## config.mk

```make
export PLATFORM = sky130hd
export DESIGN_NAME = fwd_scoreboard
export DESIGN_NICKNAME = d
export VERILOG_FILES = /design/src/rtl/fwd_pkg.sv /design/src/rtl/fwd_sel.sv /design/src/rtl/fwd_scoreboard.sv
export SDC_FILE = /design/constraint.sdc
export NUM_CORES = 1
export LEC_CHECK = 0
export ABC_AREA = 1
export BUFFER_PORTS_ARGS = -buffer_cell sky130_fd_sc_hd__buf_2
export CORE_AREA = 4 4 264 266
export DETAILED_ROUTE_END_ITERATION = 8
export DIE_AREA = 0 0 268 270
export GPL_ROUTABILITY_DRIVEN = 0
export SLEW_MARGIN = 20
export SYNTH_ARGS = -nofsm -noshare
export SYNTH_HDL_FRONTEND = slang
export SYNTH_SLANG_ARGS = --single-unit
```

## constraint.sdc

```tcl
create_clock -name clk -period 4.1 [get_ports clk]
set_clock_uncertainty 0.2 [all_clocks]
set_input_delay 0.41 -clock clk [delete_from_list [all_inputs] [get_ports clk]]
set_output_delay 0.41 -clock clk [all_outputs]
set_load 0.02 [all_outputs]
```

## src/rtl/fwd_pkg.sv

```systemverilog
// Shared types for the operand-bypass / scoreboard block.
package fwd_pkg;

  localparam int DEF_XLEN  = 64;
  localparam int DEF_NREG  = 32;
  localparam int REG_IDX_W = $clog2(DEF_NREG);

  typedef logic [REG_IDX_W-1:0] reg_idx_t;

  // One pipeline stage's view of its register-writing result.
  typedef struct packed {
    logic                valid;
    logic                ready;
    reg_idx_t            rd;
    logic [DEF_XLEN-1:0] data;
  } byp_entry_t;

endpackage

```

## src/rtl/fwd_sel.sv

```systemverilog
// Resolves one source operand from bypass stages, the long-op completion
// port or the register file, and reports whether that source must wait.
module fwd_sel #(
  parameter int XLEN = 64,
  parameter int IDXW = 5,
  parameter int NBYP = 3
) (
  input  logic [IDXW-1:0]            rs,
  input  logic                       use_src,
  input  logic [NBYP-1:0]            byp_valid,
  input  logic [NBYP-1:0]            byp_ready,
  input  logic [NBYP-1:0][IDXW-1:0]  byp_rd,
  input  logic [NBYP-1:0][XLEN-1:0]  byp_data,
  input  logic                       lo_done,
  input  logic [IDXW-1:0]            lo_rd,
  input  logic [XLEN-1:0]            lo_data,
  input  logic [XLEN-1:0]            rf_data,
  input  logic                       sb_pending,
  output logic [XLEN-1:0]            data,
  output logic                       hazard
);

  logic            rs_nz;
  logic            hit;
  logic            hit_ready;
  logic [XLEN-1:0] hit_data;
  logic            lo_hit;

  assign rs_nz  = (rs != '0);
  assign lo_hit = lo_done && (lo_rd == rs) && rs_nz;

  // Find the youngest matching bypass stage; older matches are shadowed.
  always_comb begin
    // NOTE: every variable gets a default before the loop so no latch is inferred.
    hit       = 1'b0;
    hit_ready = 1'b0;
    hit_data  = '0;
    for (int i = 0; i < NBYP; i++) begin
      if (!hit && rs_nz && byp_valid[i] && (byp_rd[i] == rs)) begin
        hit       = 1'b1;
        hit_ready = byp_ready[i];
        hit_data  = byp_data[i];
      end
    end
  end

  // Priority mux for the operand value and the source hazard.
  always_comb begin
    data   = rf_data;
    hazard = 1'b0;
    if (!rs_nz) begin
      data = '0;
    end else if (hit) begin
      data   = hit_data;
      hazard = use_src && !hit_ready;
    end else if (lo_hit) begin
      data = lo_data;
    end else begin
      hazard = use_src && sb_pending;
    end
  end

endmodule

```

## src/rtl/fwd_scoreboard.sv

```systemverilog
// Operand bypass with long-latency scoreboard, stall generation and a
// saturating stall-cycle counter.
module fwd_scoreboard
  import fwd_pkg::*;
#(
  parameter int XLEN = DEF_XLEN,
  parameter int NREG = DEF_NREG,
  parameter int NBYP = 3,
  parameter int CNTW = 32
) (
  input  logic                         clk,
  input  logic                         rst,
  input  logic                         id_valid,
  input  logic [$clog2(NREG)-1:0]      id_rs1,
  input  logic [$clog2(NREG)-1:0]      id_rs2,
  input  logic [$clog2(NREG)-1:0]      id_rd,
  input  logic                         id_long,
  input  logic                         with_imm,
  input  logic [XLEN-1:0]              imm,
  input  logic [XLEN-1:0]              rf_data1,
  input  logic [XLEN-1:0]              rf_data2,
  input  logic [NBYP-1:0]              byp_valid,
  input  logic [NBYP-1:0]              byp_ready,
  input  logic [NBYP*$clog2(NREG)-1:0] byp_rd,
  input  logic [NBYP*XLEN-1:0]         byp_data,
  input  logic                         lo_done,
  input  logic [$clog2(NREG)-1:0]      lo_rd,
  input  logic [XLEN-1:0]              lo_data,
  input  logic                         flush,
  output logic [XLEN-1:0]              out1,
  output logic [XLEN-1:0]              out2,
  output logic                         stall,
  output logic [NREG-1:0]              sb_busy,
  output logic [CNTW-1:0]              stall_cnt
);

  localparam int IDXW = $clog2(NREG);

  logic [NBYP-1:0][IDXW-1:0] byp_rd_a;
  logic [NBYP-1:0][XLEN-1:0] byp_data_a;
  logic [NREG-1:0]           sb_busy_d, sb_busy_q;
  logic [CNTW-1:0]           stall_cnt_d, stall_cnt_q;
  logic [XLEN-1:0]           sel2_data;
  logic                      haz1, haz2, hazard_waw, lo_hits_rd;

  assign byp_rd_a   = byp_rd;
  assign byp_data_a = byp_data;

  fwd_sel #(.XLEN(XLEN), .IDXW(IDXW), .NBYP(NBYP)) u_sel1 (
    .rs         (id_rs1),
    .use_src    (1'b1),
    .byp_valid  (byp_valid),
    .byp_ready  (byp_ready),
    .byp_rd     (byp_rd_a),
    .byp_data   (byp_data_a),
    .lo_done    (lo_done),
    .lo_rd      (lo_rd),
    .lo_data    (lo_data),
    .rf_data    (rf_data1),
    .sb_pending (sb_busy_q[id_rs1]),
    .data       (out1),
    .hazard     (haz1)
  );

  fwd_sel #(.XLEN(XLEN), .IDXW(IDXW), .NBYP(NBYP)) u_sel2 (
    .rs         (id_rs2),
    .use_src    (!with_imm),
    .byp_valid  (byp_valid),
    .byp_ready  (byp_ready),
    .byp_rd     (byp_rd_a),
    .byp_data   (byp_data_a),
    .lo_done    (lo_done),
    .lo_rd      (lo_rd),
    .lo_data    (lo_data),
    .rf_data    (rf_data2),
    .sb_pending (sb_busy_q[id_rs2]),
    .data       (sel2_data),
    .hazard     (haz2)
  );

  assign out2 = with_imm ? imm : sel2_data;

  // A long op completing into the same register this cycle resolves the WAW.
  assign lo_hits_rd = lo_done && (lo_rd == id_rd);
  assign hazard_waw = id_long && (id_rd != '0) && sb_busy_q[id_rd] && !lo_hits_rd;
  assign stall      = id_valid && !flush && (haz1 || haz2 || hazard_waw);

  // Scoreboard next state: completion clears first, issue sets last so it wins.
  always_comb begin
    sb_busy_d = sb_busy_q;
    if (lo_done) begin
      sb_busy_d[lo_rd] = 1'b0;
    end
    if (id_valid && id_long && !stall && !flush && (id_rd != '0)) begin
      sb_busy_d[id_rd] = 1'b1;
    end
    sb_busy_d[0] = 1'b0;
  end

  // Saturating stall-cycle counter.
  always_comb begin
    stall_cnt_d = stall_cnt_q;
    if (stall && (stall_cnt_q != '1)) begin
      stall_cnt_d = stall_cnt_q + 1'b1;
    end
  end

  // State registers with synchronous reset.
  always_ff @(posedge clk) begin
    // NOTE: sequential state uses non-blocking assignments so all flops update together.
    if (rst) begin
      sb_busy_q   <= '0;
      stall_cnt_q <= '0;
    end else begin
      sb_busy_q   <= sb_busy_d;
      stall_cnt_q <= stall_cnt_d;
    end
  end

  assign sb_busy   = sb_busy_q;
  assign stall_cnt = stall_cnt_q;

endmodule

```

Word-level counts from Yosys, hierarchy flattened
Cells that the tools add are included.

Register bits after elaboration: 64. Output and inout port bits: 193. Word-level logic and storage cells: 116.

Add/subtract/negate cells: 1. $lt $le $gt $ge: 6. Equality and inequality tests: 10. Muxes and demuxes: 43. Bitwise operators: 3. Reductions and logical operators: 50.

Operators with widths (number): $mux 64 (13); $mux 32 (2); $eq 5x5->1 (9); $logic_and 1x1->1 (35); $add 32x1->32 const B (1); $and 32x32->32 (1); $ne 32x32->1 const B (1); $not 32->32 (1); $or 32x32->32 (1); $lt 5x6->1 const B (4); $mux 1 (23); $bmux 1 s5 (3); $reduce_bool 5->1 (3); $demux 1 s5 (2); $ge 5x1->1 const B (2); $logic_not 1->1 (10); $logic_or 1x1->1 (2).

Depth between registers and ports, before layout
Word-level depth: 26. Gate-level depth with buffers: 18.

Modules after synthesis
A second synthesis with hierarchy kept.

Cell total of the unflattened synthesis: 2690. Area, all modules: 12873.6 um^2.

By module, submodules not included: fwd_sel (times used 2, cells each 866, area each 3779.9 um^2, sequential area each 0.0 um^2); fwd_scoreboard (times used 1, cells each 958, area each 5313.8 um^2, sequential area each 1261.2 um^2).

Least setup slack after synthesis
OpenSTA, ideal clock, no wires.

Path kind: input port to output port. From: input port id_rs1[4]. To: output port out1[42]. Arrival time: 2357 ps. Data required time: 3490 ps. Setup slack: 1133 ps. Stages on the path: 10. Buffers on the path: 4. Cells stage by stage: buf_2 > nor2_2 > nand3_2 > buf_6 > o2111ai_1 > nor2_1 > buf_2 > clkbuf_1 > nand2_1 > a311oi_1.

Longest elaborated chain between the ends: 16. Elaborated cells on any way between the ends: 26. Those cells by class: eq/ne: 4; mux: 9; reduce/logical: 13.

RTL lines: start: declaration (line fwd_scoreboard.sv:14) `input logic [$clog2(NREG)-1:0] id_rs1,`; $reduce_bool 5->1 (line fwd_sel.sv:29) `assign rs_nz = (rs != '0);`; $logic_and 1x1->1 (2 in a row) (line fwd_sel.sv:39) `if (!hit && rs_nz && byp_valid[i] && (byp_rd[i] == rs)) begin`; $mux 1 (line fwd_sel.sv:39); $logic_not 1->1 (line fwd_sel.sv:39); $logic_and 1x1->1 (3 in a row) (line fwd_sel.sv:39); $mux 1 (line fwd_sel.sv:39); $logic_not 1->1 (line fwd_sel.sv:39); $logic_and 1x1->1 (3 in a row) (line fwd_sel.sv:39); $mux 64 or $mux 1 (tied branches) (line fwd_sel.sv:39); $mux 64 (line fwd_sel.sv:53) `end else if (hit) begin`; $mux 64 (*) (line fwd_sel.sv:51) `if (!rs_nz) begin`; end: declaration (line fwd_scoreboard.sv:30) `output logic [XLEN-1:0] out1,`.

Mark *: on every way between the ends. The rest lies on a longest branch, timed or not.

Final worst setup path
From: input port id_rs1[0]. To: output port out1[52].

Same word-level chain as after synthesis.

==> out/summary.txt <==
Overall routing resource usage - 0.2614
Root Driver - sky130_fd_sc_hd__clkbuf_16
Fin. Hold Viols - 0
Post-detailed-route count of antenna-violating nets - 0
Num ports - 689
Mapped Nets - 2384
Wire length of the first global-routing pass - 134.6 mm
Net switching fraction of the power - 0.4433
Hold_buf cts - 0
Register bit count reported by yosys - 63
Number of synthesized flops with an enable pin - 0
Peak clock frequency supported by timing - 257.4 MHz
Post-layout nets - 2982
Switching power - 1.355 mW
Final Max Tran Viols - 0
Syn-to-layout area delta - 45.73%
Total grt overflow - 0
TritonCTS Sinks - 63
Endpoint kind of the worst setup timing path - output port
Number of warnings issued by yosys - 0
Clock network latency to the later pin of the worst-skew pair - 340 ps
Port-buffer cells - 687
Clock-pin transition on the worst setup and hold timing paths - 60 ps
Count of H-tree levels built during CTS - 3
Initial antenna violation count - 72
Cell type with the highest aggregate area in the netlist - sky130_fd_sc_hd__nand2_1
Setup fix buffers added after clock tree synthesis - 0
Final count of negative-setup-slack endpoints - 0
Final routed wire length divided by cell count - 29.63 µm
Reg2reg path depth - 10
Total wire length after detailed routing - 100.6 mm
Share of power burned in the clock network - 0.277
Largest net degree at the start of global routing - 85
DR iter-0 viols - 2650
Cell-internal power - 1.701 mW
Final TNS setup - 0 ps
Power share of the combinational group - 0.520
Number of standard-cell rows in the floorplan - 95
Routed via count divided by cell count - 5.274
Count of unresolved DRC violations after routing - 0
Worst hold slack - 296.9 ps
Final critical delay including setup and external delays - 3885 ps
Cell types occupying the most area after synthesis - sky130_fd_sc_hd__nand2_1 17%, sky130_fd_sc_hd__dfxtp_1 12%, sky130_fd_sc_hd__nor2_1 6.5%
CP startpoint kind - input pin
Sequential share of the synthesized area - 0.1175
Leak pwr - 7.303 nW
Proportion of netlist area held by the largest area contributor - 0.1678
TritonCTS clock tree - done
Via total after detailed routing - 17920
Area of the placeable core - 67040 µm²
Primary FF master, synth - sky130_fd_sc_hd__dfxtp_1
Tightest slew margin relative to the limit - 0.3226
Worst Path Arrival - 3270 ps
Hold WC Path Type - reg -> reg
Status - complete, no violations
Number of placed instances with taps included - 3347
Chip width - 268 µm
Maximum root-to-sink buffer count - 2
Category of the most critical setup path - in -> out
Count of distinct cell types in the synthesized netlist - 48
Share of cells above drive strength 1 - 0.3253
Power share of the sequential group - 0.202
Worst Path Required - 3490 ps
Slew @ Worst Pin - 1016 ps
Cell depth of the worst min-delay path - 2
Via count of the first global-routing pass - 16570
Maximum net fanout on the critical path - 51
Non-filler cells in the finished layout - 3397
Max Cap Violations - 0
Total of cells resized after clock tree synthesis - 0
Height of the die - 270 µm
Initial standard-cell utilization of the core - 0.1602
Mean Syn Cell Area - 5.690 µm²
Number of buffers added by the clock tree synthesis step - 9
Synthesized area - 10740 µm²
First drt pass iteration count - 6
Sum of net half-perimeters after detailed placement - 82.81 mm
Area enclosed by the die boundary - 72360 µm²
Power per standard cell area - 195.3 nW/µm²
Share of flip-flops with an asynchronous set or reset - 0
RSZ-0062 raised after global routing - no
Period utilisation layout - 0.9475
Synthesized netlist cell count - 1887
Worst supply voltage drop on vdd - 0.0002153 V
## cells in the mapped netlist, types with 3 or more instances
| master | count |
|---|---|
| sky130_fd_sc_hd__dfxtp_1 | 63 |
| sky130_fd_sc_hd__o211ai_1 | 44 |
| sky130_fd_sc_hd__buf_4 | 5 |
| sky130_fd_sc_hd__nor4_1 | 9 |
| sky130_fd_sc_hd__buf_1 | 20 |
| sky130_fd_sc_hd__o21ai_0 | 108 |
| sky130_fd_sc_hd__nand2_1 | 480 |
| sky130_fd_sc_hd__a221oi_1 | 7 |
| sky130_fd_sc_hd__inv_2 | 13 |
| sky130_fd_sc_hd__a21o_1 | 3 |
| sky130_fd_sc_hd__nand3b_1 | 31 |
| sky130_fd_sc_hd__nand3_2 | 5 |
| sky130_fd_sc_hd__a31oi_1 | 3 |
| sky130_fd_sc_hd__clkbuf_1 | 87 |
| sky130_fd_sc_hd__inv_1 | 149 |
| sky130_fd_sc_hd__nand3_1 | 100 |
| sky130_fd_sc_hd__o311ai_0 | 25 |
| sky130_fd_sc_hd__o21ai_1 | 12 |
| sky130_fd_sc_hd__o221ai_1 | 58 |
| sky130_fd_sc_hd__nor2_2 | 7 |
| sky130_fd_sc_hd__xor2_1 | 27 |
| sky130_fd_sc_hd__buf_2 | 36 |
| sky130_fd_sc_hd__o22ai_1 | 15 |
| sky130_fd_sc_hd__a211oi_1 | 70 |
| sky130_fd_sc_hd__nor2_1 | 186 |
| sky130_fd_sc_hd__nor3_1 | 25 |
| sky130_fd_sc_hd__mux2i_1 | 43 |
| sky130_fd_sc_hd__xnor2_1 | 7 |
| sky130_fd_sc_hd__o221a_2 | 14 |
| sky130_fd_sc_hd__buf_6 | 5 |
| sky130_fd_sc_hd__nor2_4 | 3 |
| sky130_fd_sc_hd__nand4_1 | 42 |
| sky130_fd_sc_hd__a21oi_1 | 133 |
| sky130_fd_sc_hd__nor3_2 | 3 |
| sky130_fd_sc_hd__a311oi_1 | 33 |
## path summary, 6_finish.rpt
| kind | slack (ps) | to | start |
|---|---|---|---|
| worst min register to register | 300 | stall_cnt[26] | stall_cnt[26] |
| worst max register to register | 1360 | stall_cnt[24] | stall_cnt[1] |
| worst max-delay path | 220 | out1[52] | id_rs1[0] |
| worst min-delay path | 300 | stall_cnt[26] | stall_cnt[26] |
## flip-flops by register name, summed over array words and instances (netlist names)
register,cells
sb_busy,31
stall_cnt,32
## cell usage in the layout, fill, tap and decap left out, drive strengths merged, types with 28 or more instances in the layout
master	instances
buf	740
nand2	481
nor2	196
inv	162
a21oi	133
o21ai	120
nand3	106
a211oi	70
dfxtp	63
o221ai	58
o211ai	44
mux2i	43
nand4	43
diode	34
a311oi	33
nand3b	31
nor3	28
## worst max-delay path, stage by stage
cell	delay, ps
sky130_fd_sc_hd__buf_2	160
sky130_fd_sc_hd__inv_2	300
sky130_fd_sc_hd__nand3_2	390
sky130_fd_sc_hd__inv_2	150
sky130_fd_sc_hd__nor2_1	70
sky130_fd_sc_hd__nand2_4	180
sky130_fd_sc_hd__inv_2	150
sky130_fd_sc_hd__nor3_4	220
sky130_fd_sc_hd__buf_12	290
sky130_fd_sc_hd__buf_12	270
sky130_fd_sc_hd__a211oi_1	90
sky130_fd_sc_hd__a211oi_1	280
sky130_fd_sc_hd__buf_2	250
## metal layers
layer,GRT usage,part of all wire,up-vias
met5,0.002703,0.0028,-
met2,0.3862,0.42,1471
li1,-,-,7914
met1,0.3168,0.38,8212
met4,0.1070,0.049,42
met3,0.1380,0.15,277
## per-stage QoR
stage	area (µm²)	utilization	total power, mW	worst slack, ps
final	15650	0.2334	3.056	215.3
after global routing	15590	0.2326	3.175	52.02
after CTS	15560	0.2320	3.023	175.5
after detailed placement	15230	0.2272	2.170	191.4
after global placement	15230	0.2272	2.171	212.7
after floorplan	10740	-	1.346	1133
## area by class of cell
class / count / area (µm²)
clock buffer: 13 / 260.3
tap: 873 / 1092
fill: 7708 / 51390
inverter: 163 / 611.8
multi-input combinational: 1508 / 8259
sequential: 63 / 1261
timing repair buffer: 740 / 4011
antenna: 34 / 85.08
clock inverter: 3 / 65.06
## logic make-up after synthesis
group | Yosys count | synth area share
compound gates | 533 | 0.3315
xor+xnor | 34 | 0.02774
fa+ha+maj | 1 | 0.001165
buf+inv | 316 | 0.1199
flops | 63 | 0.1175
mux | 43 | 0.04009
other cells | 1 | 0.0003493
simple gates | 896 | 0.3617
## power groups by stage
stage / Sequential [mW] / Combinational (mW) / Clock, mW
5_1_grt: 0.618 / 1.67 / 0.886
4_1_cts: 0.618 / 1.55 / 0.860
3_3_place_gp: 0.632 / 1.54 / 0
2_1_floorplan: 0.633 / 0.713 / 0
6_report: 0.618 / 1.59 / 0.848
3_5_place_dp: 0.632 / 1.54 / 0
Power figures use the tool's default switching activity.
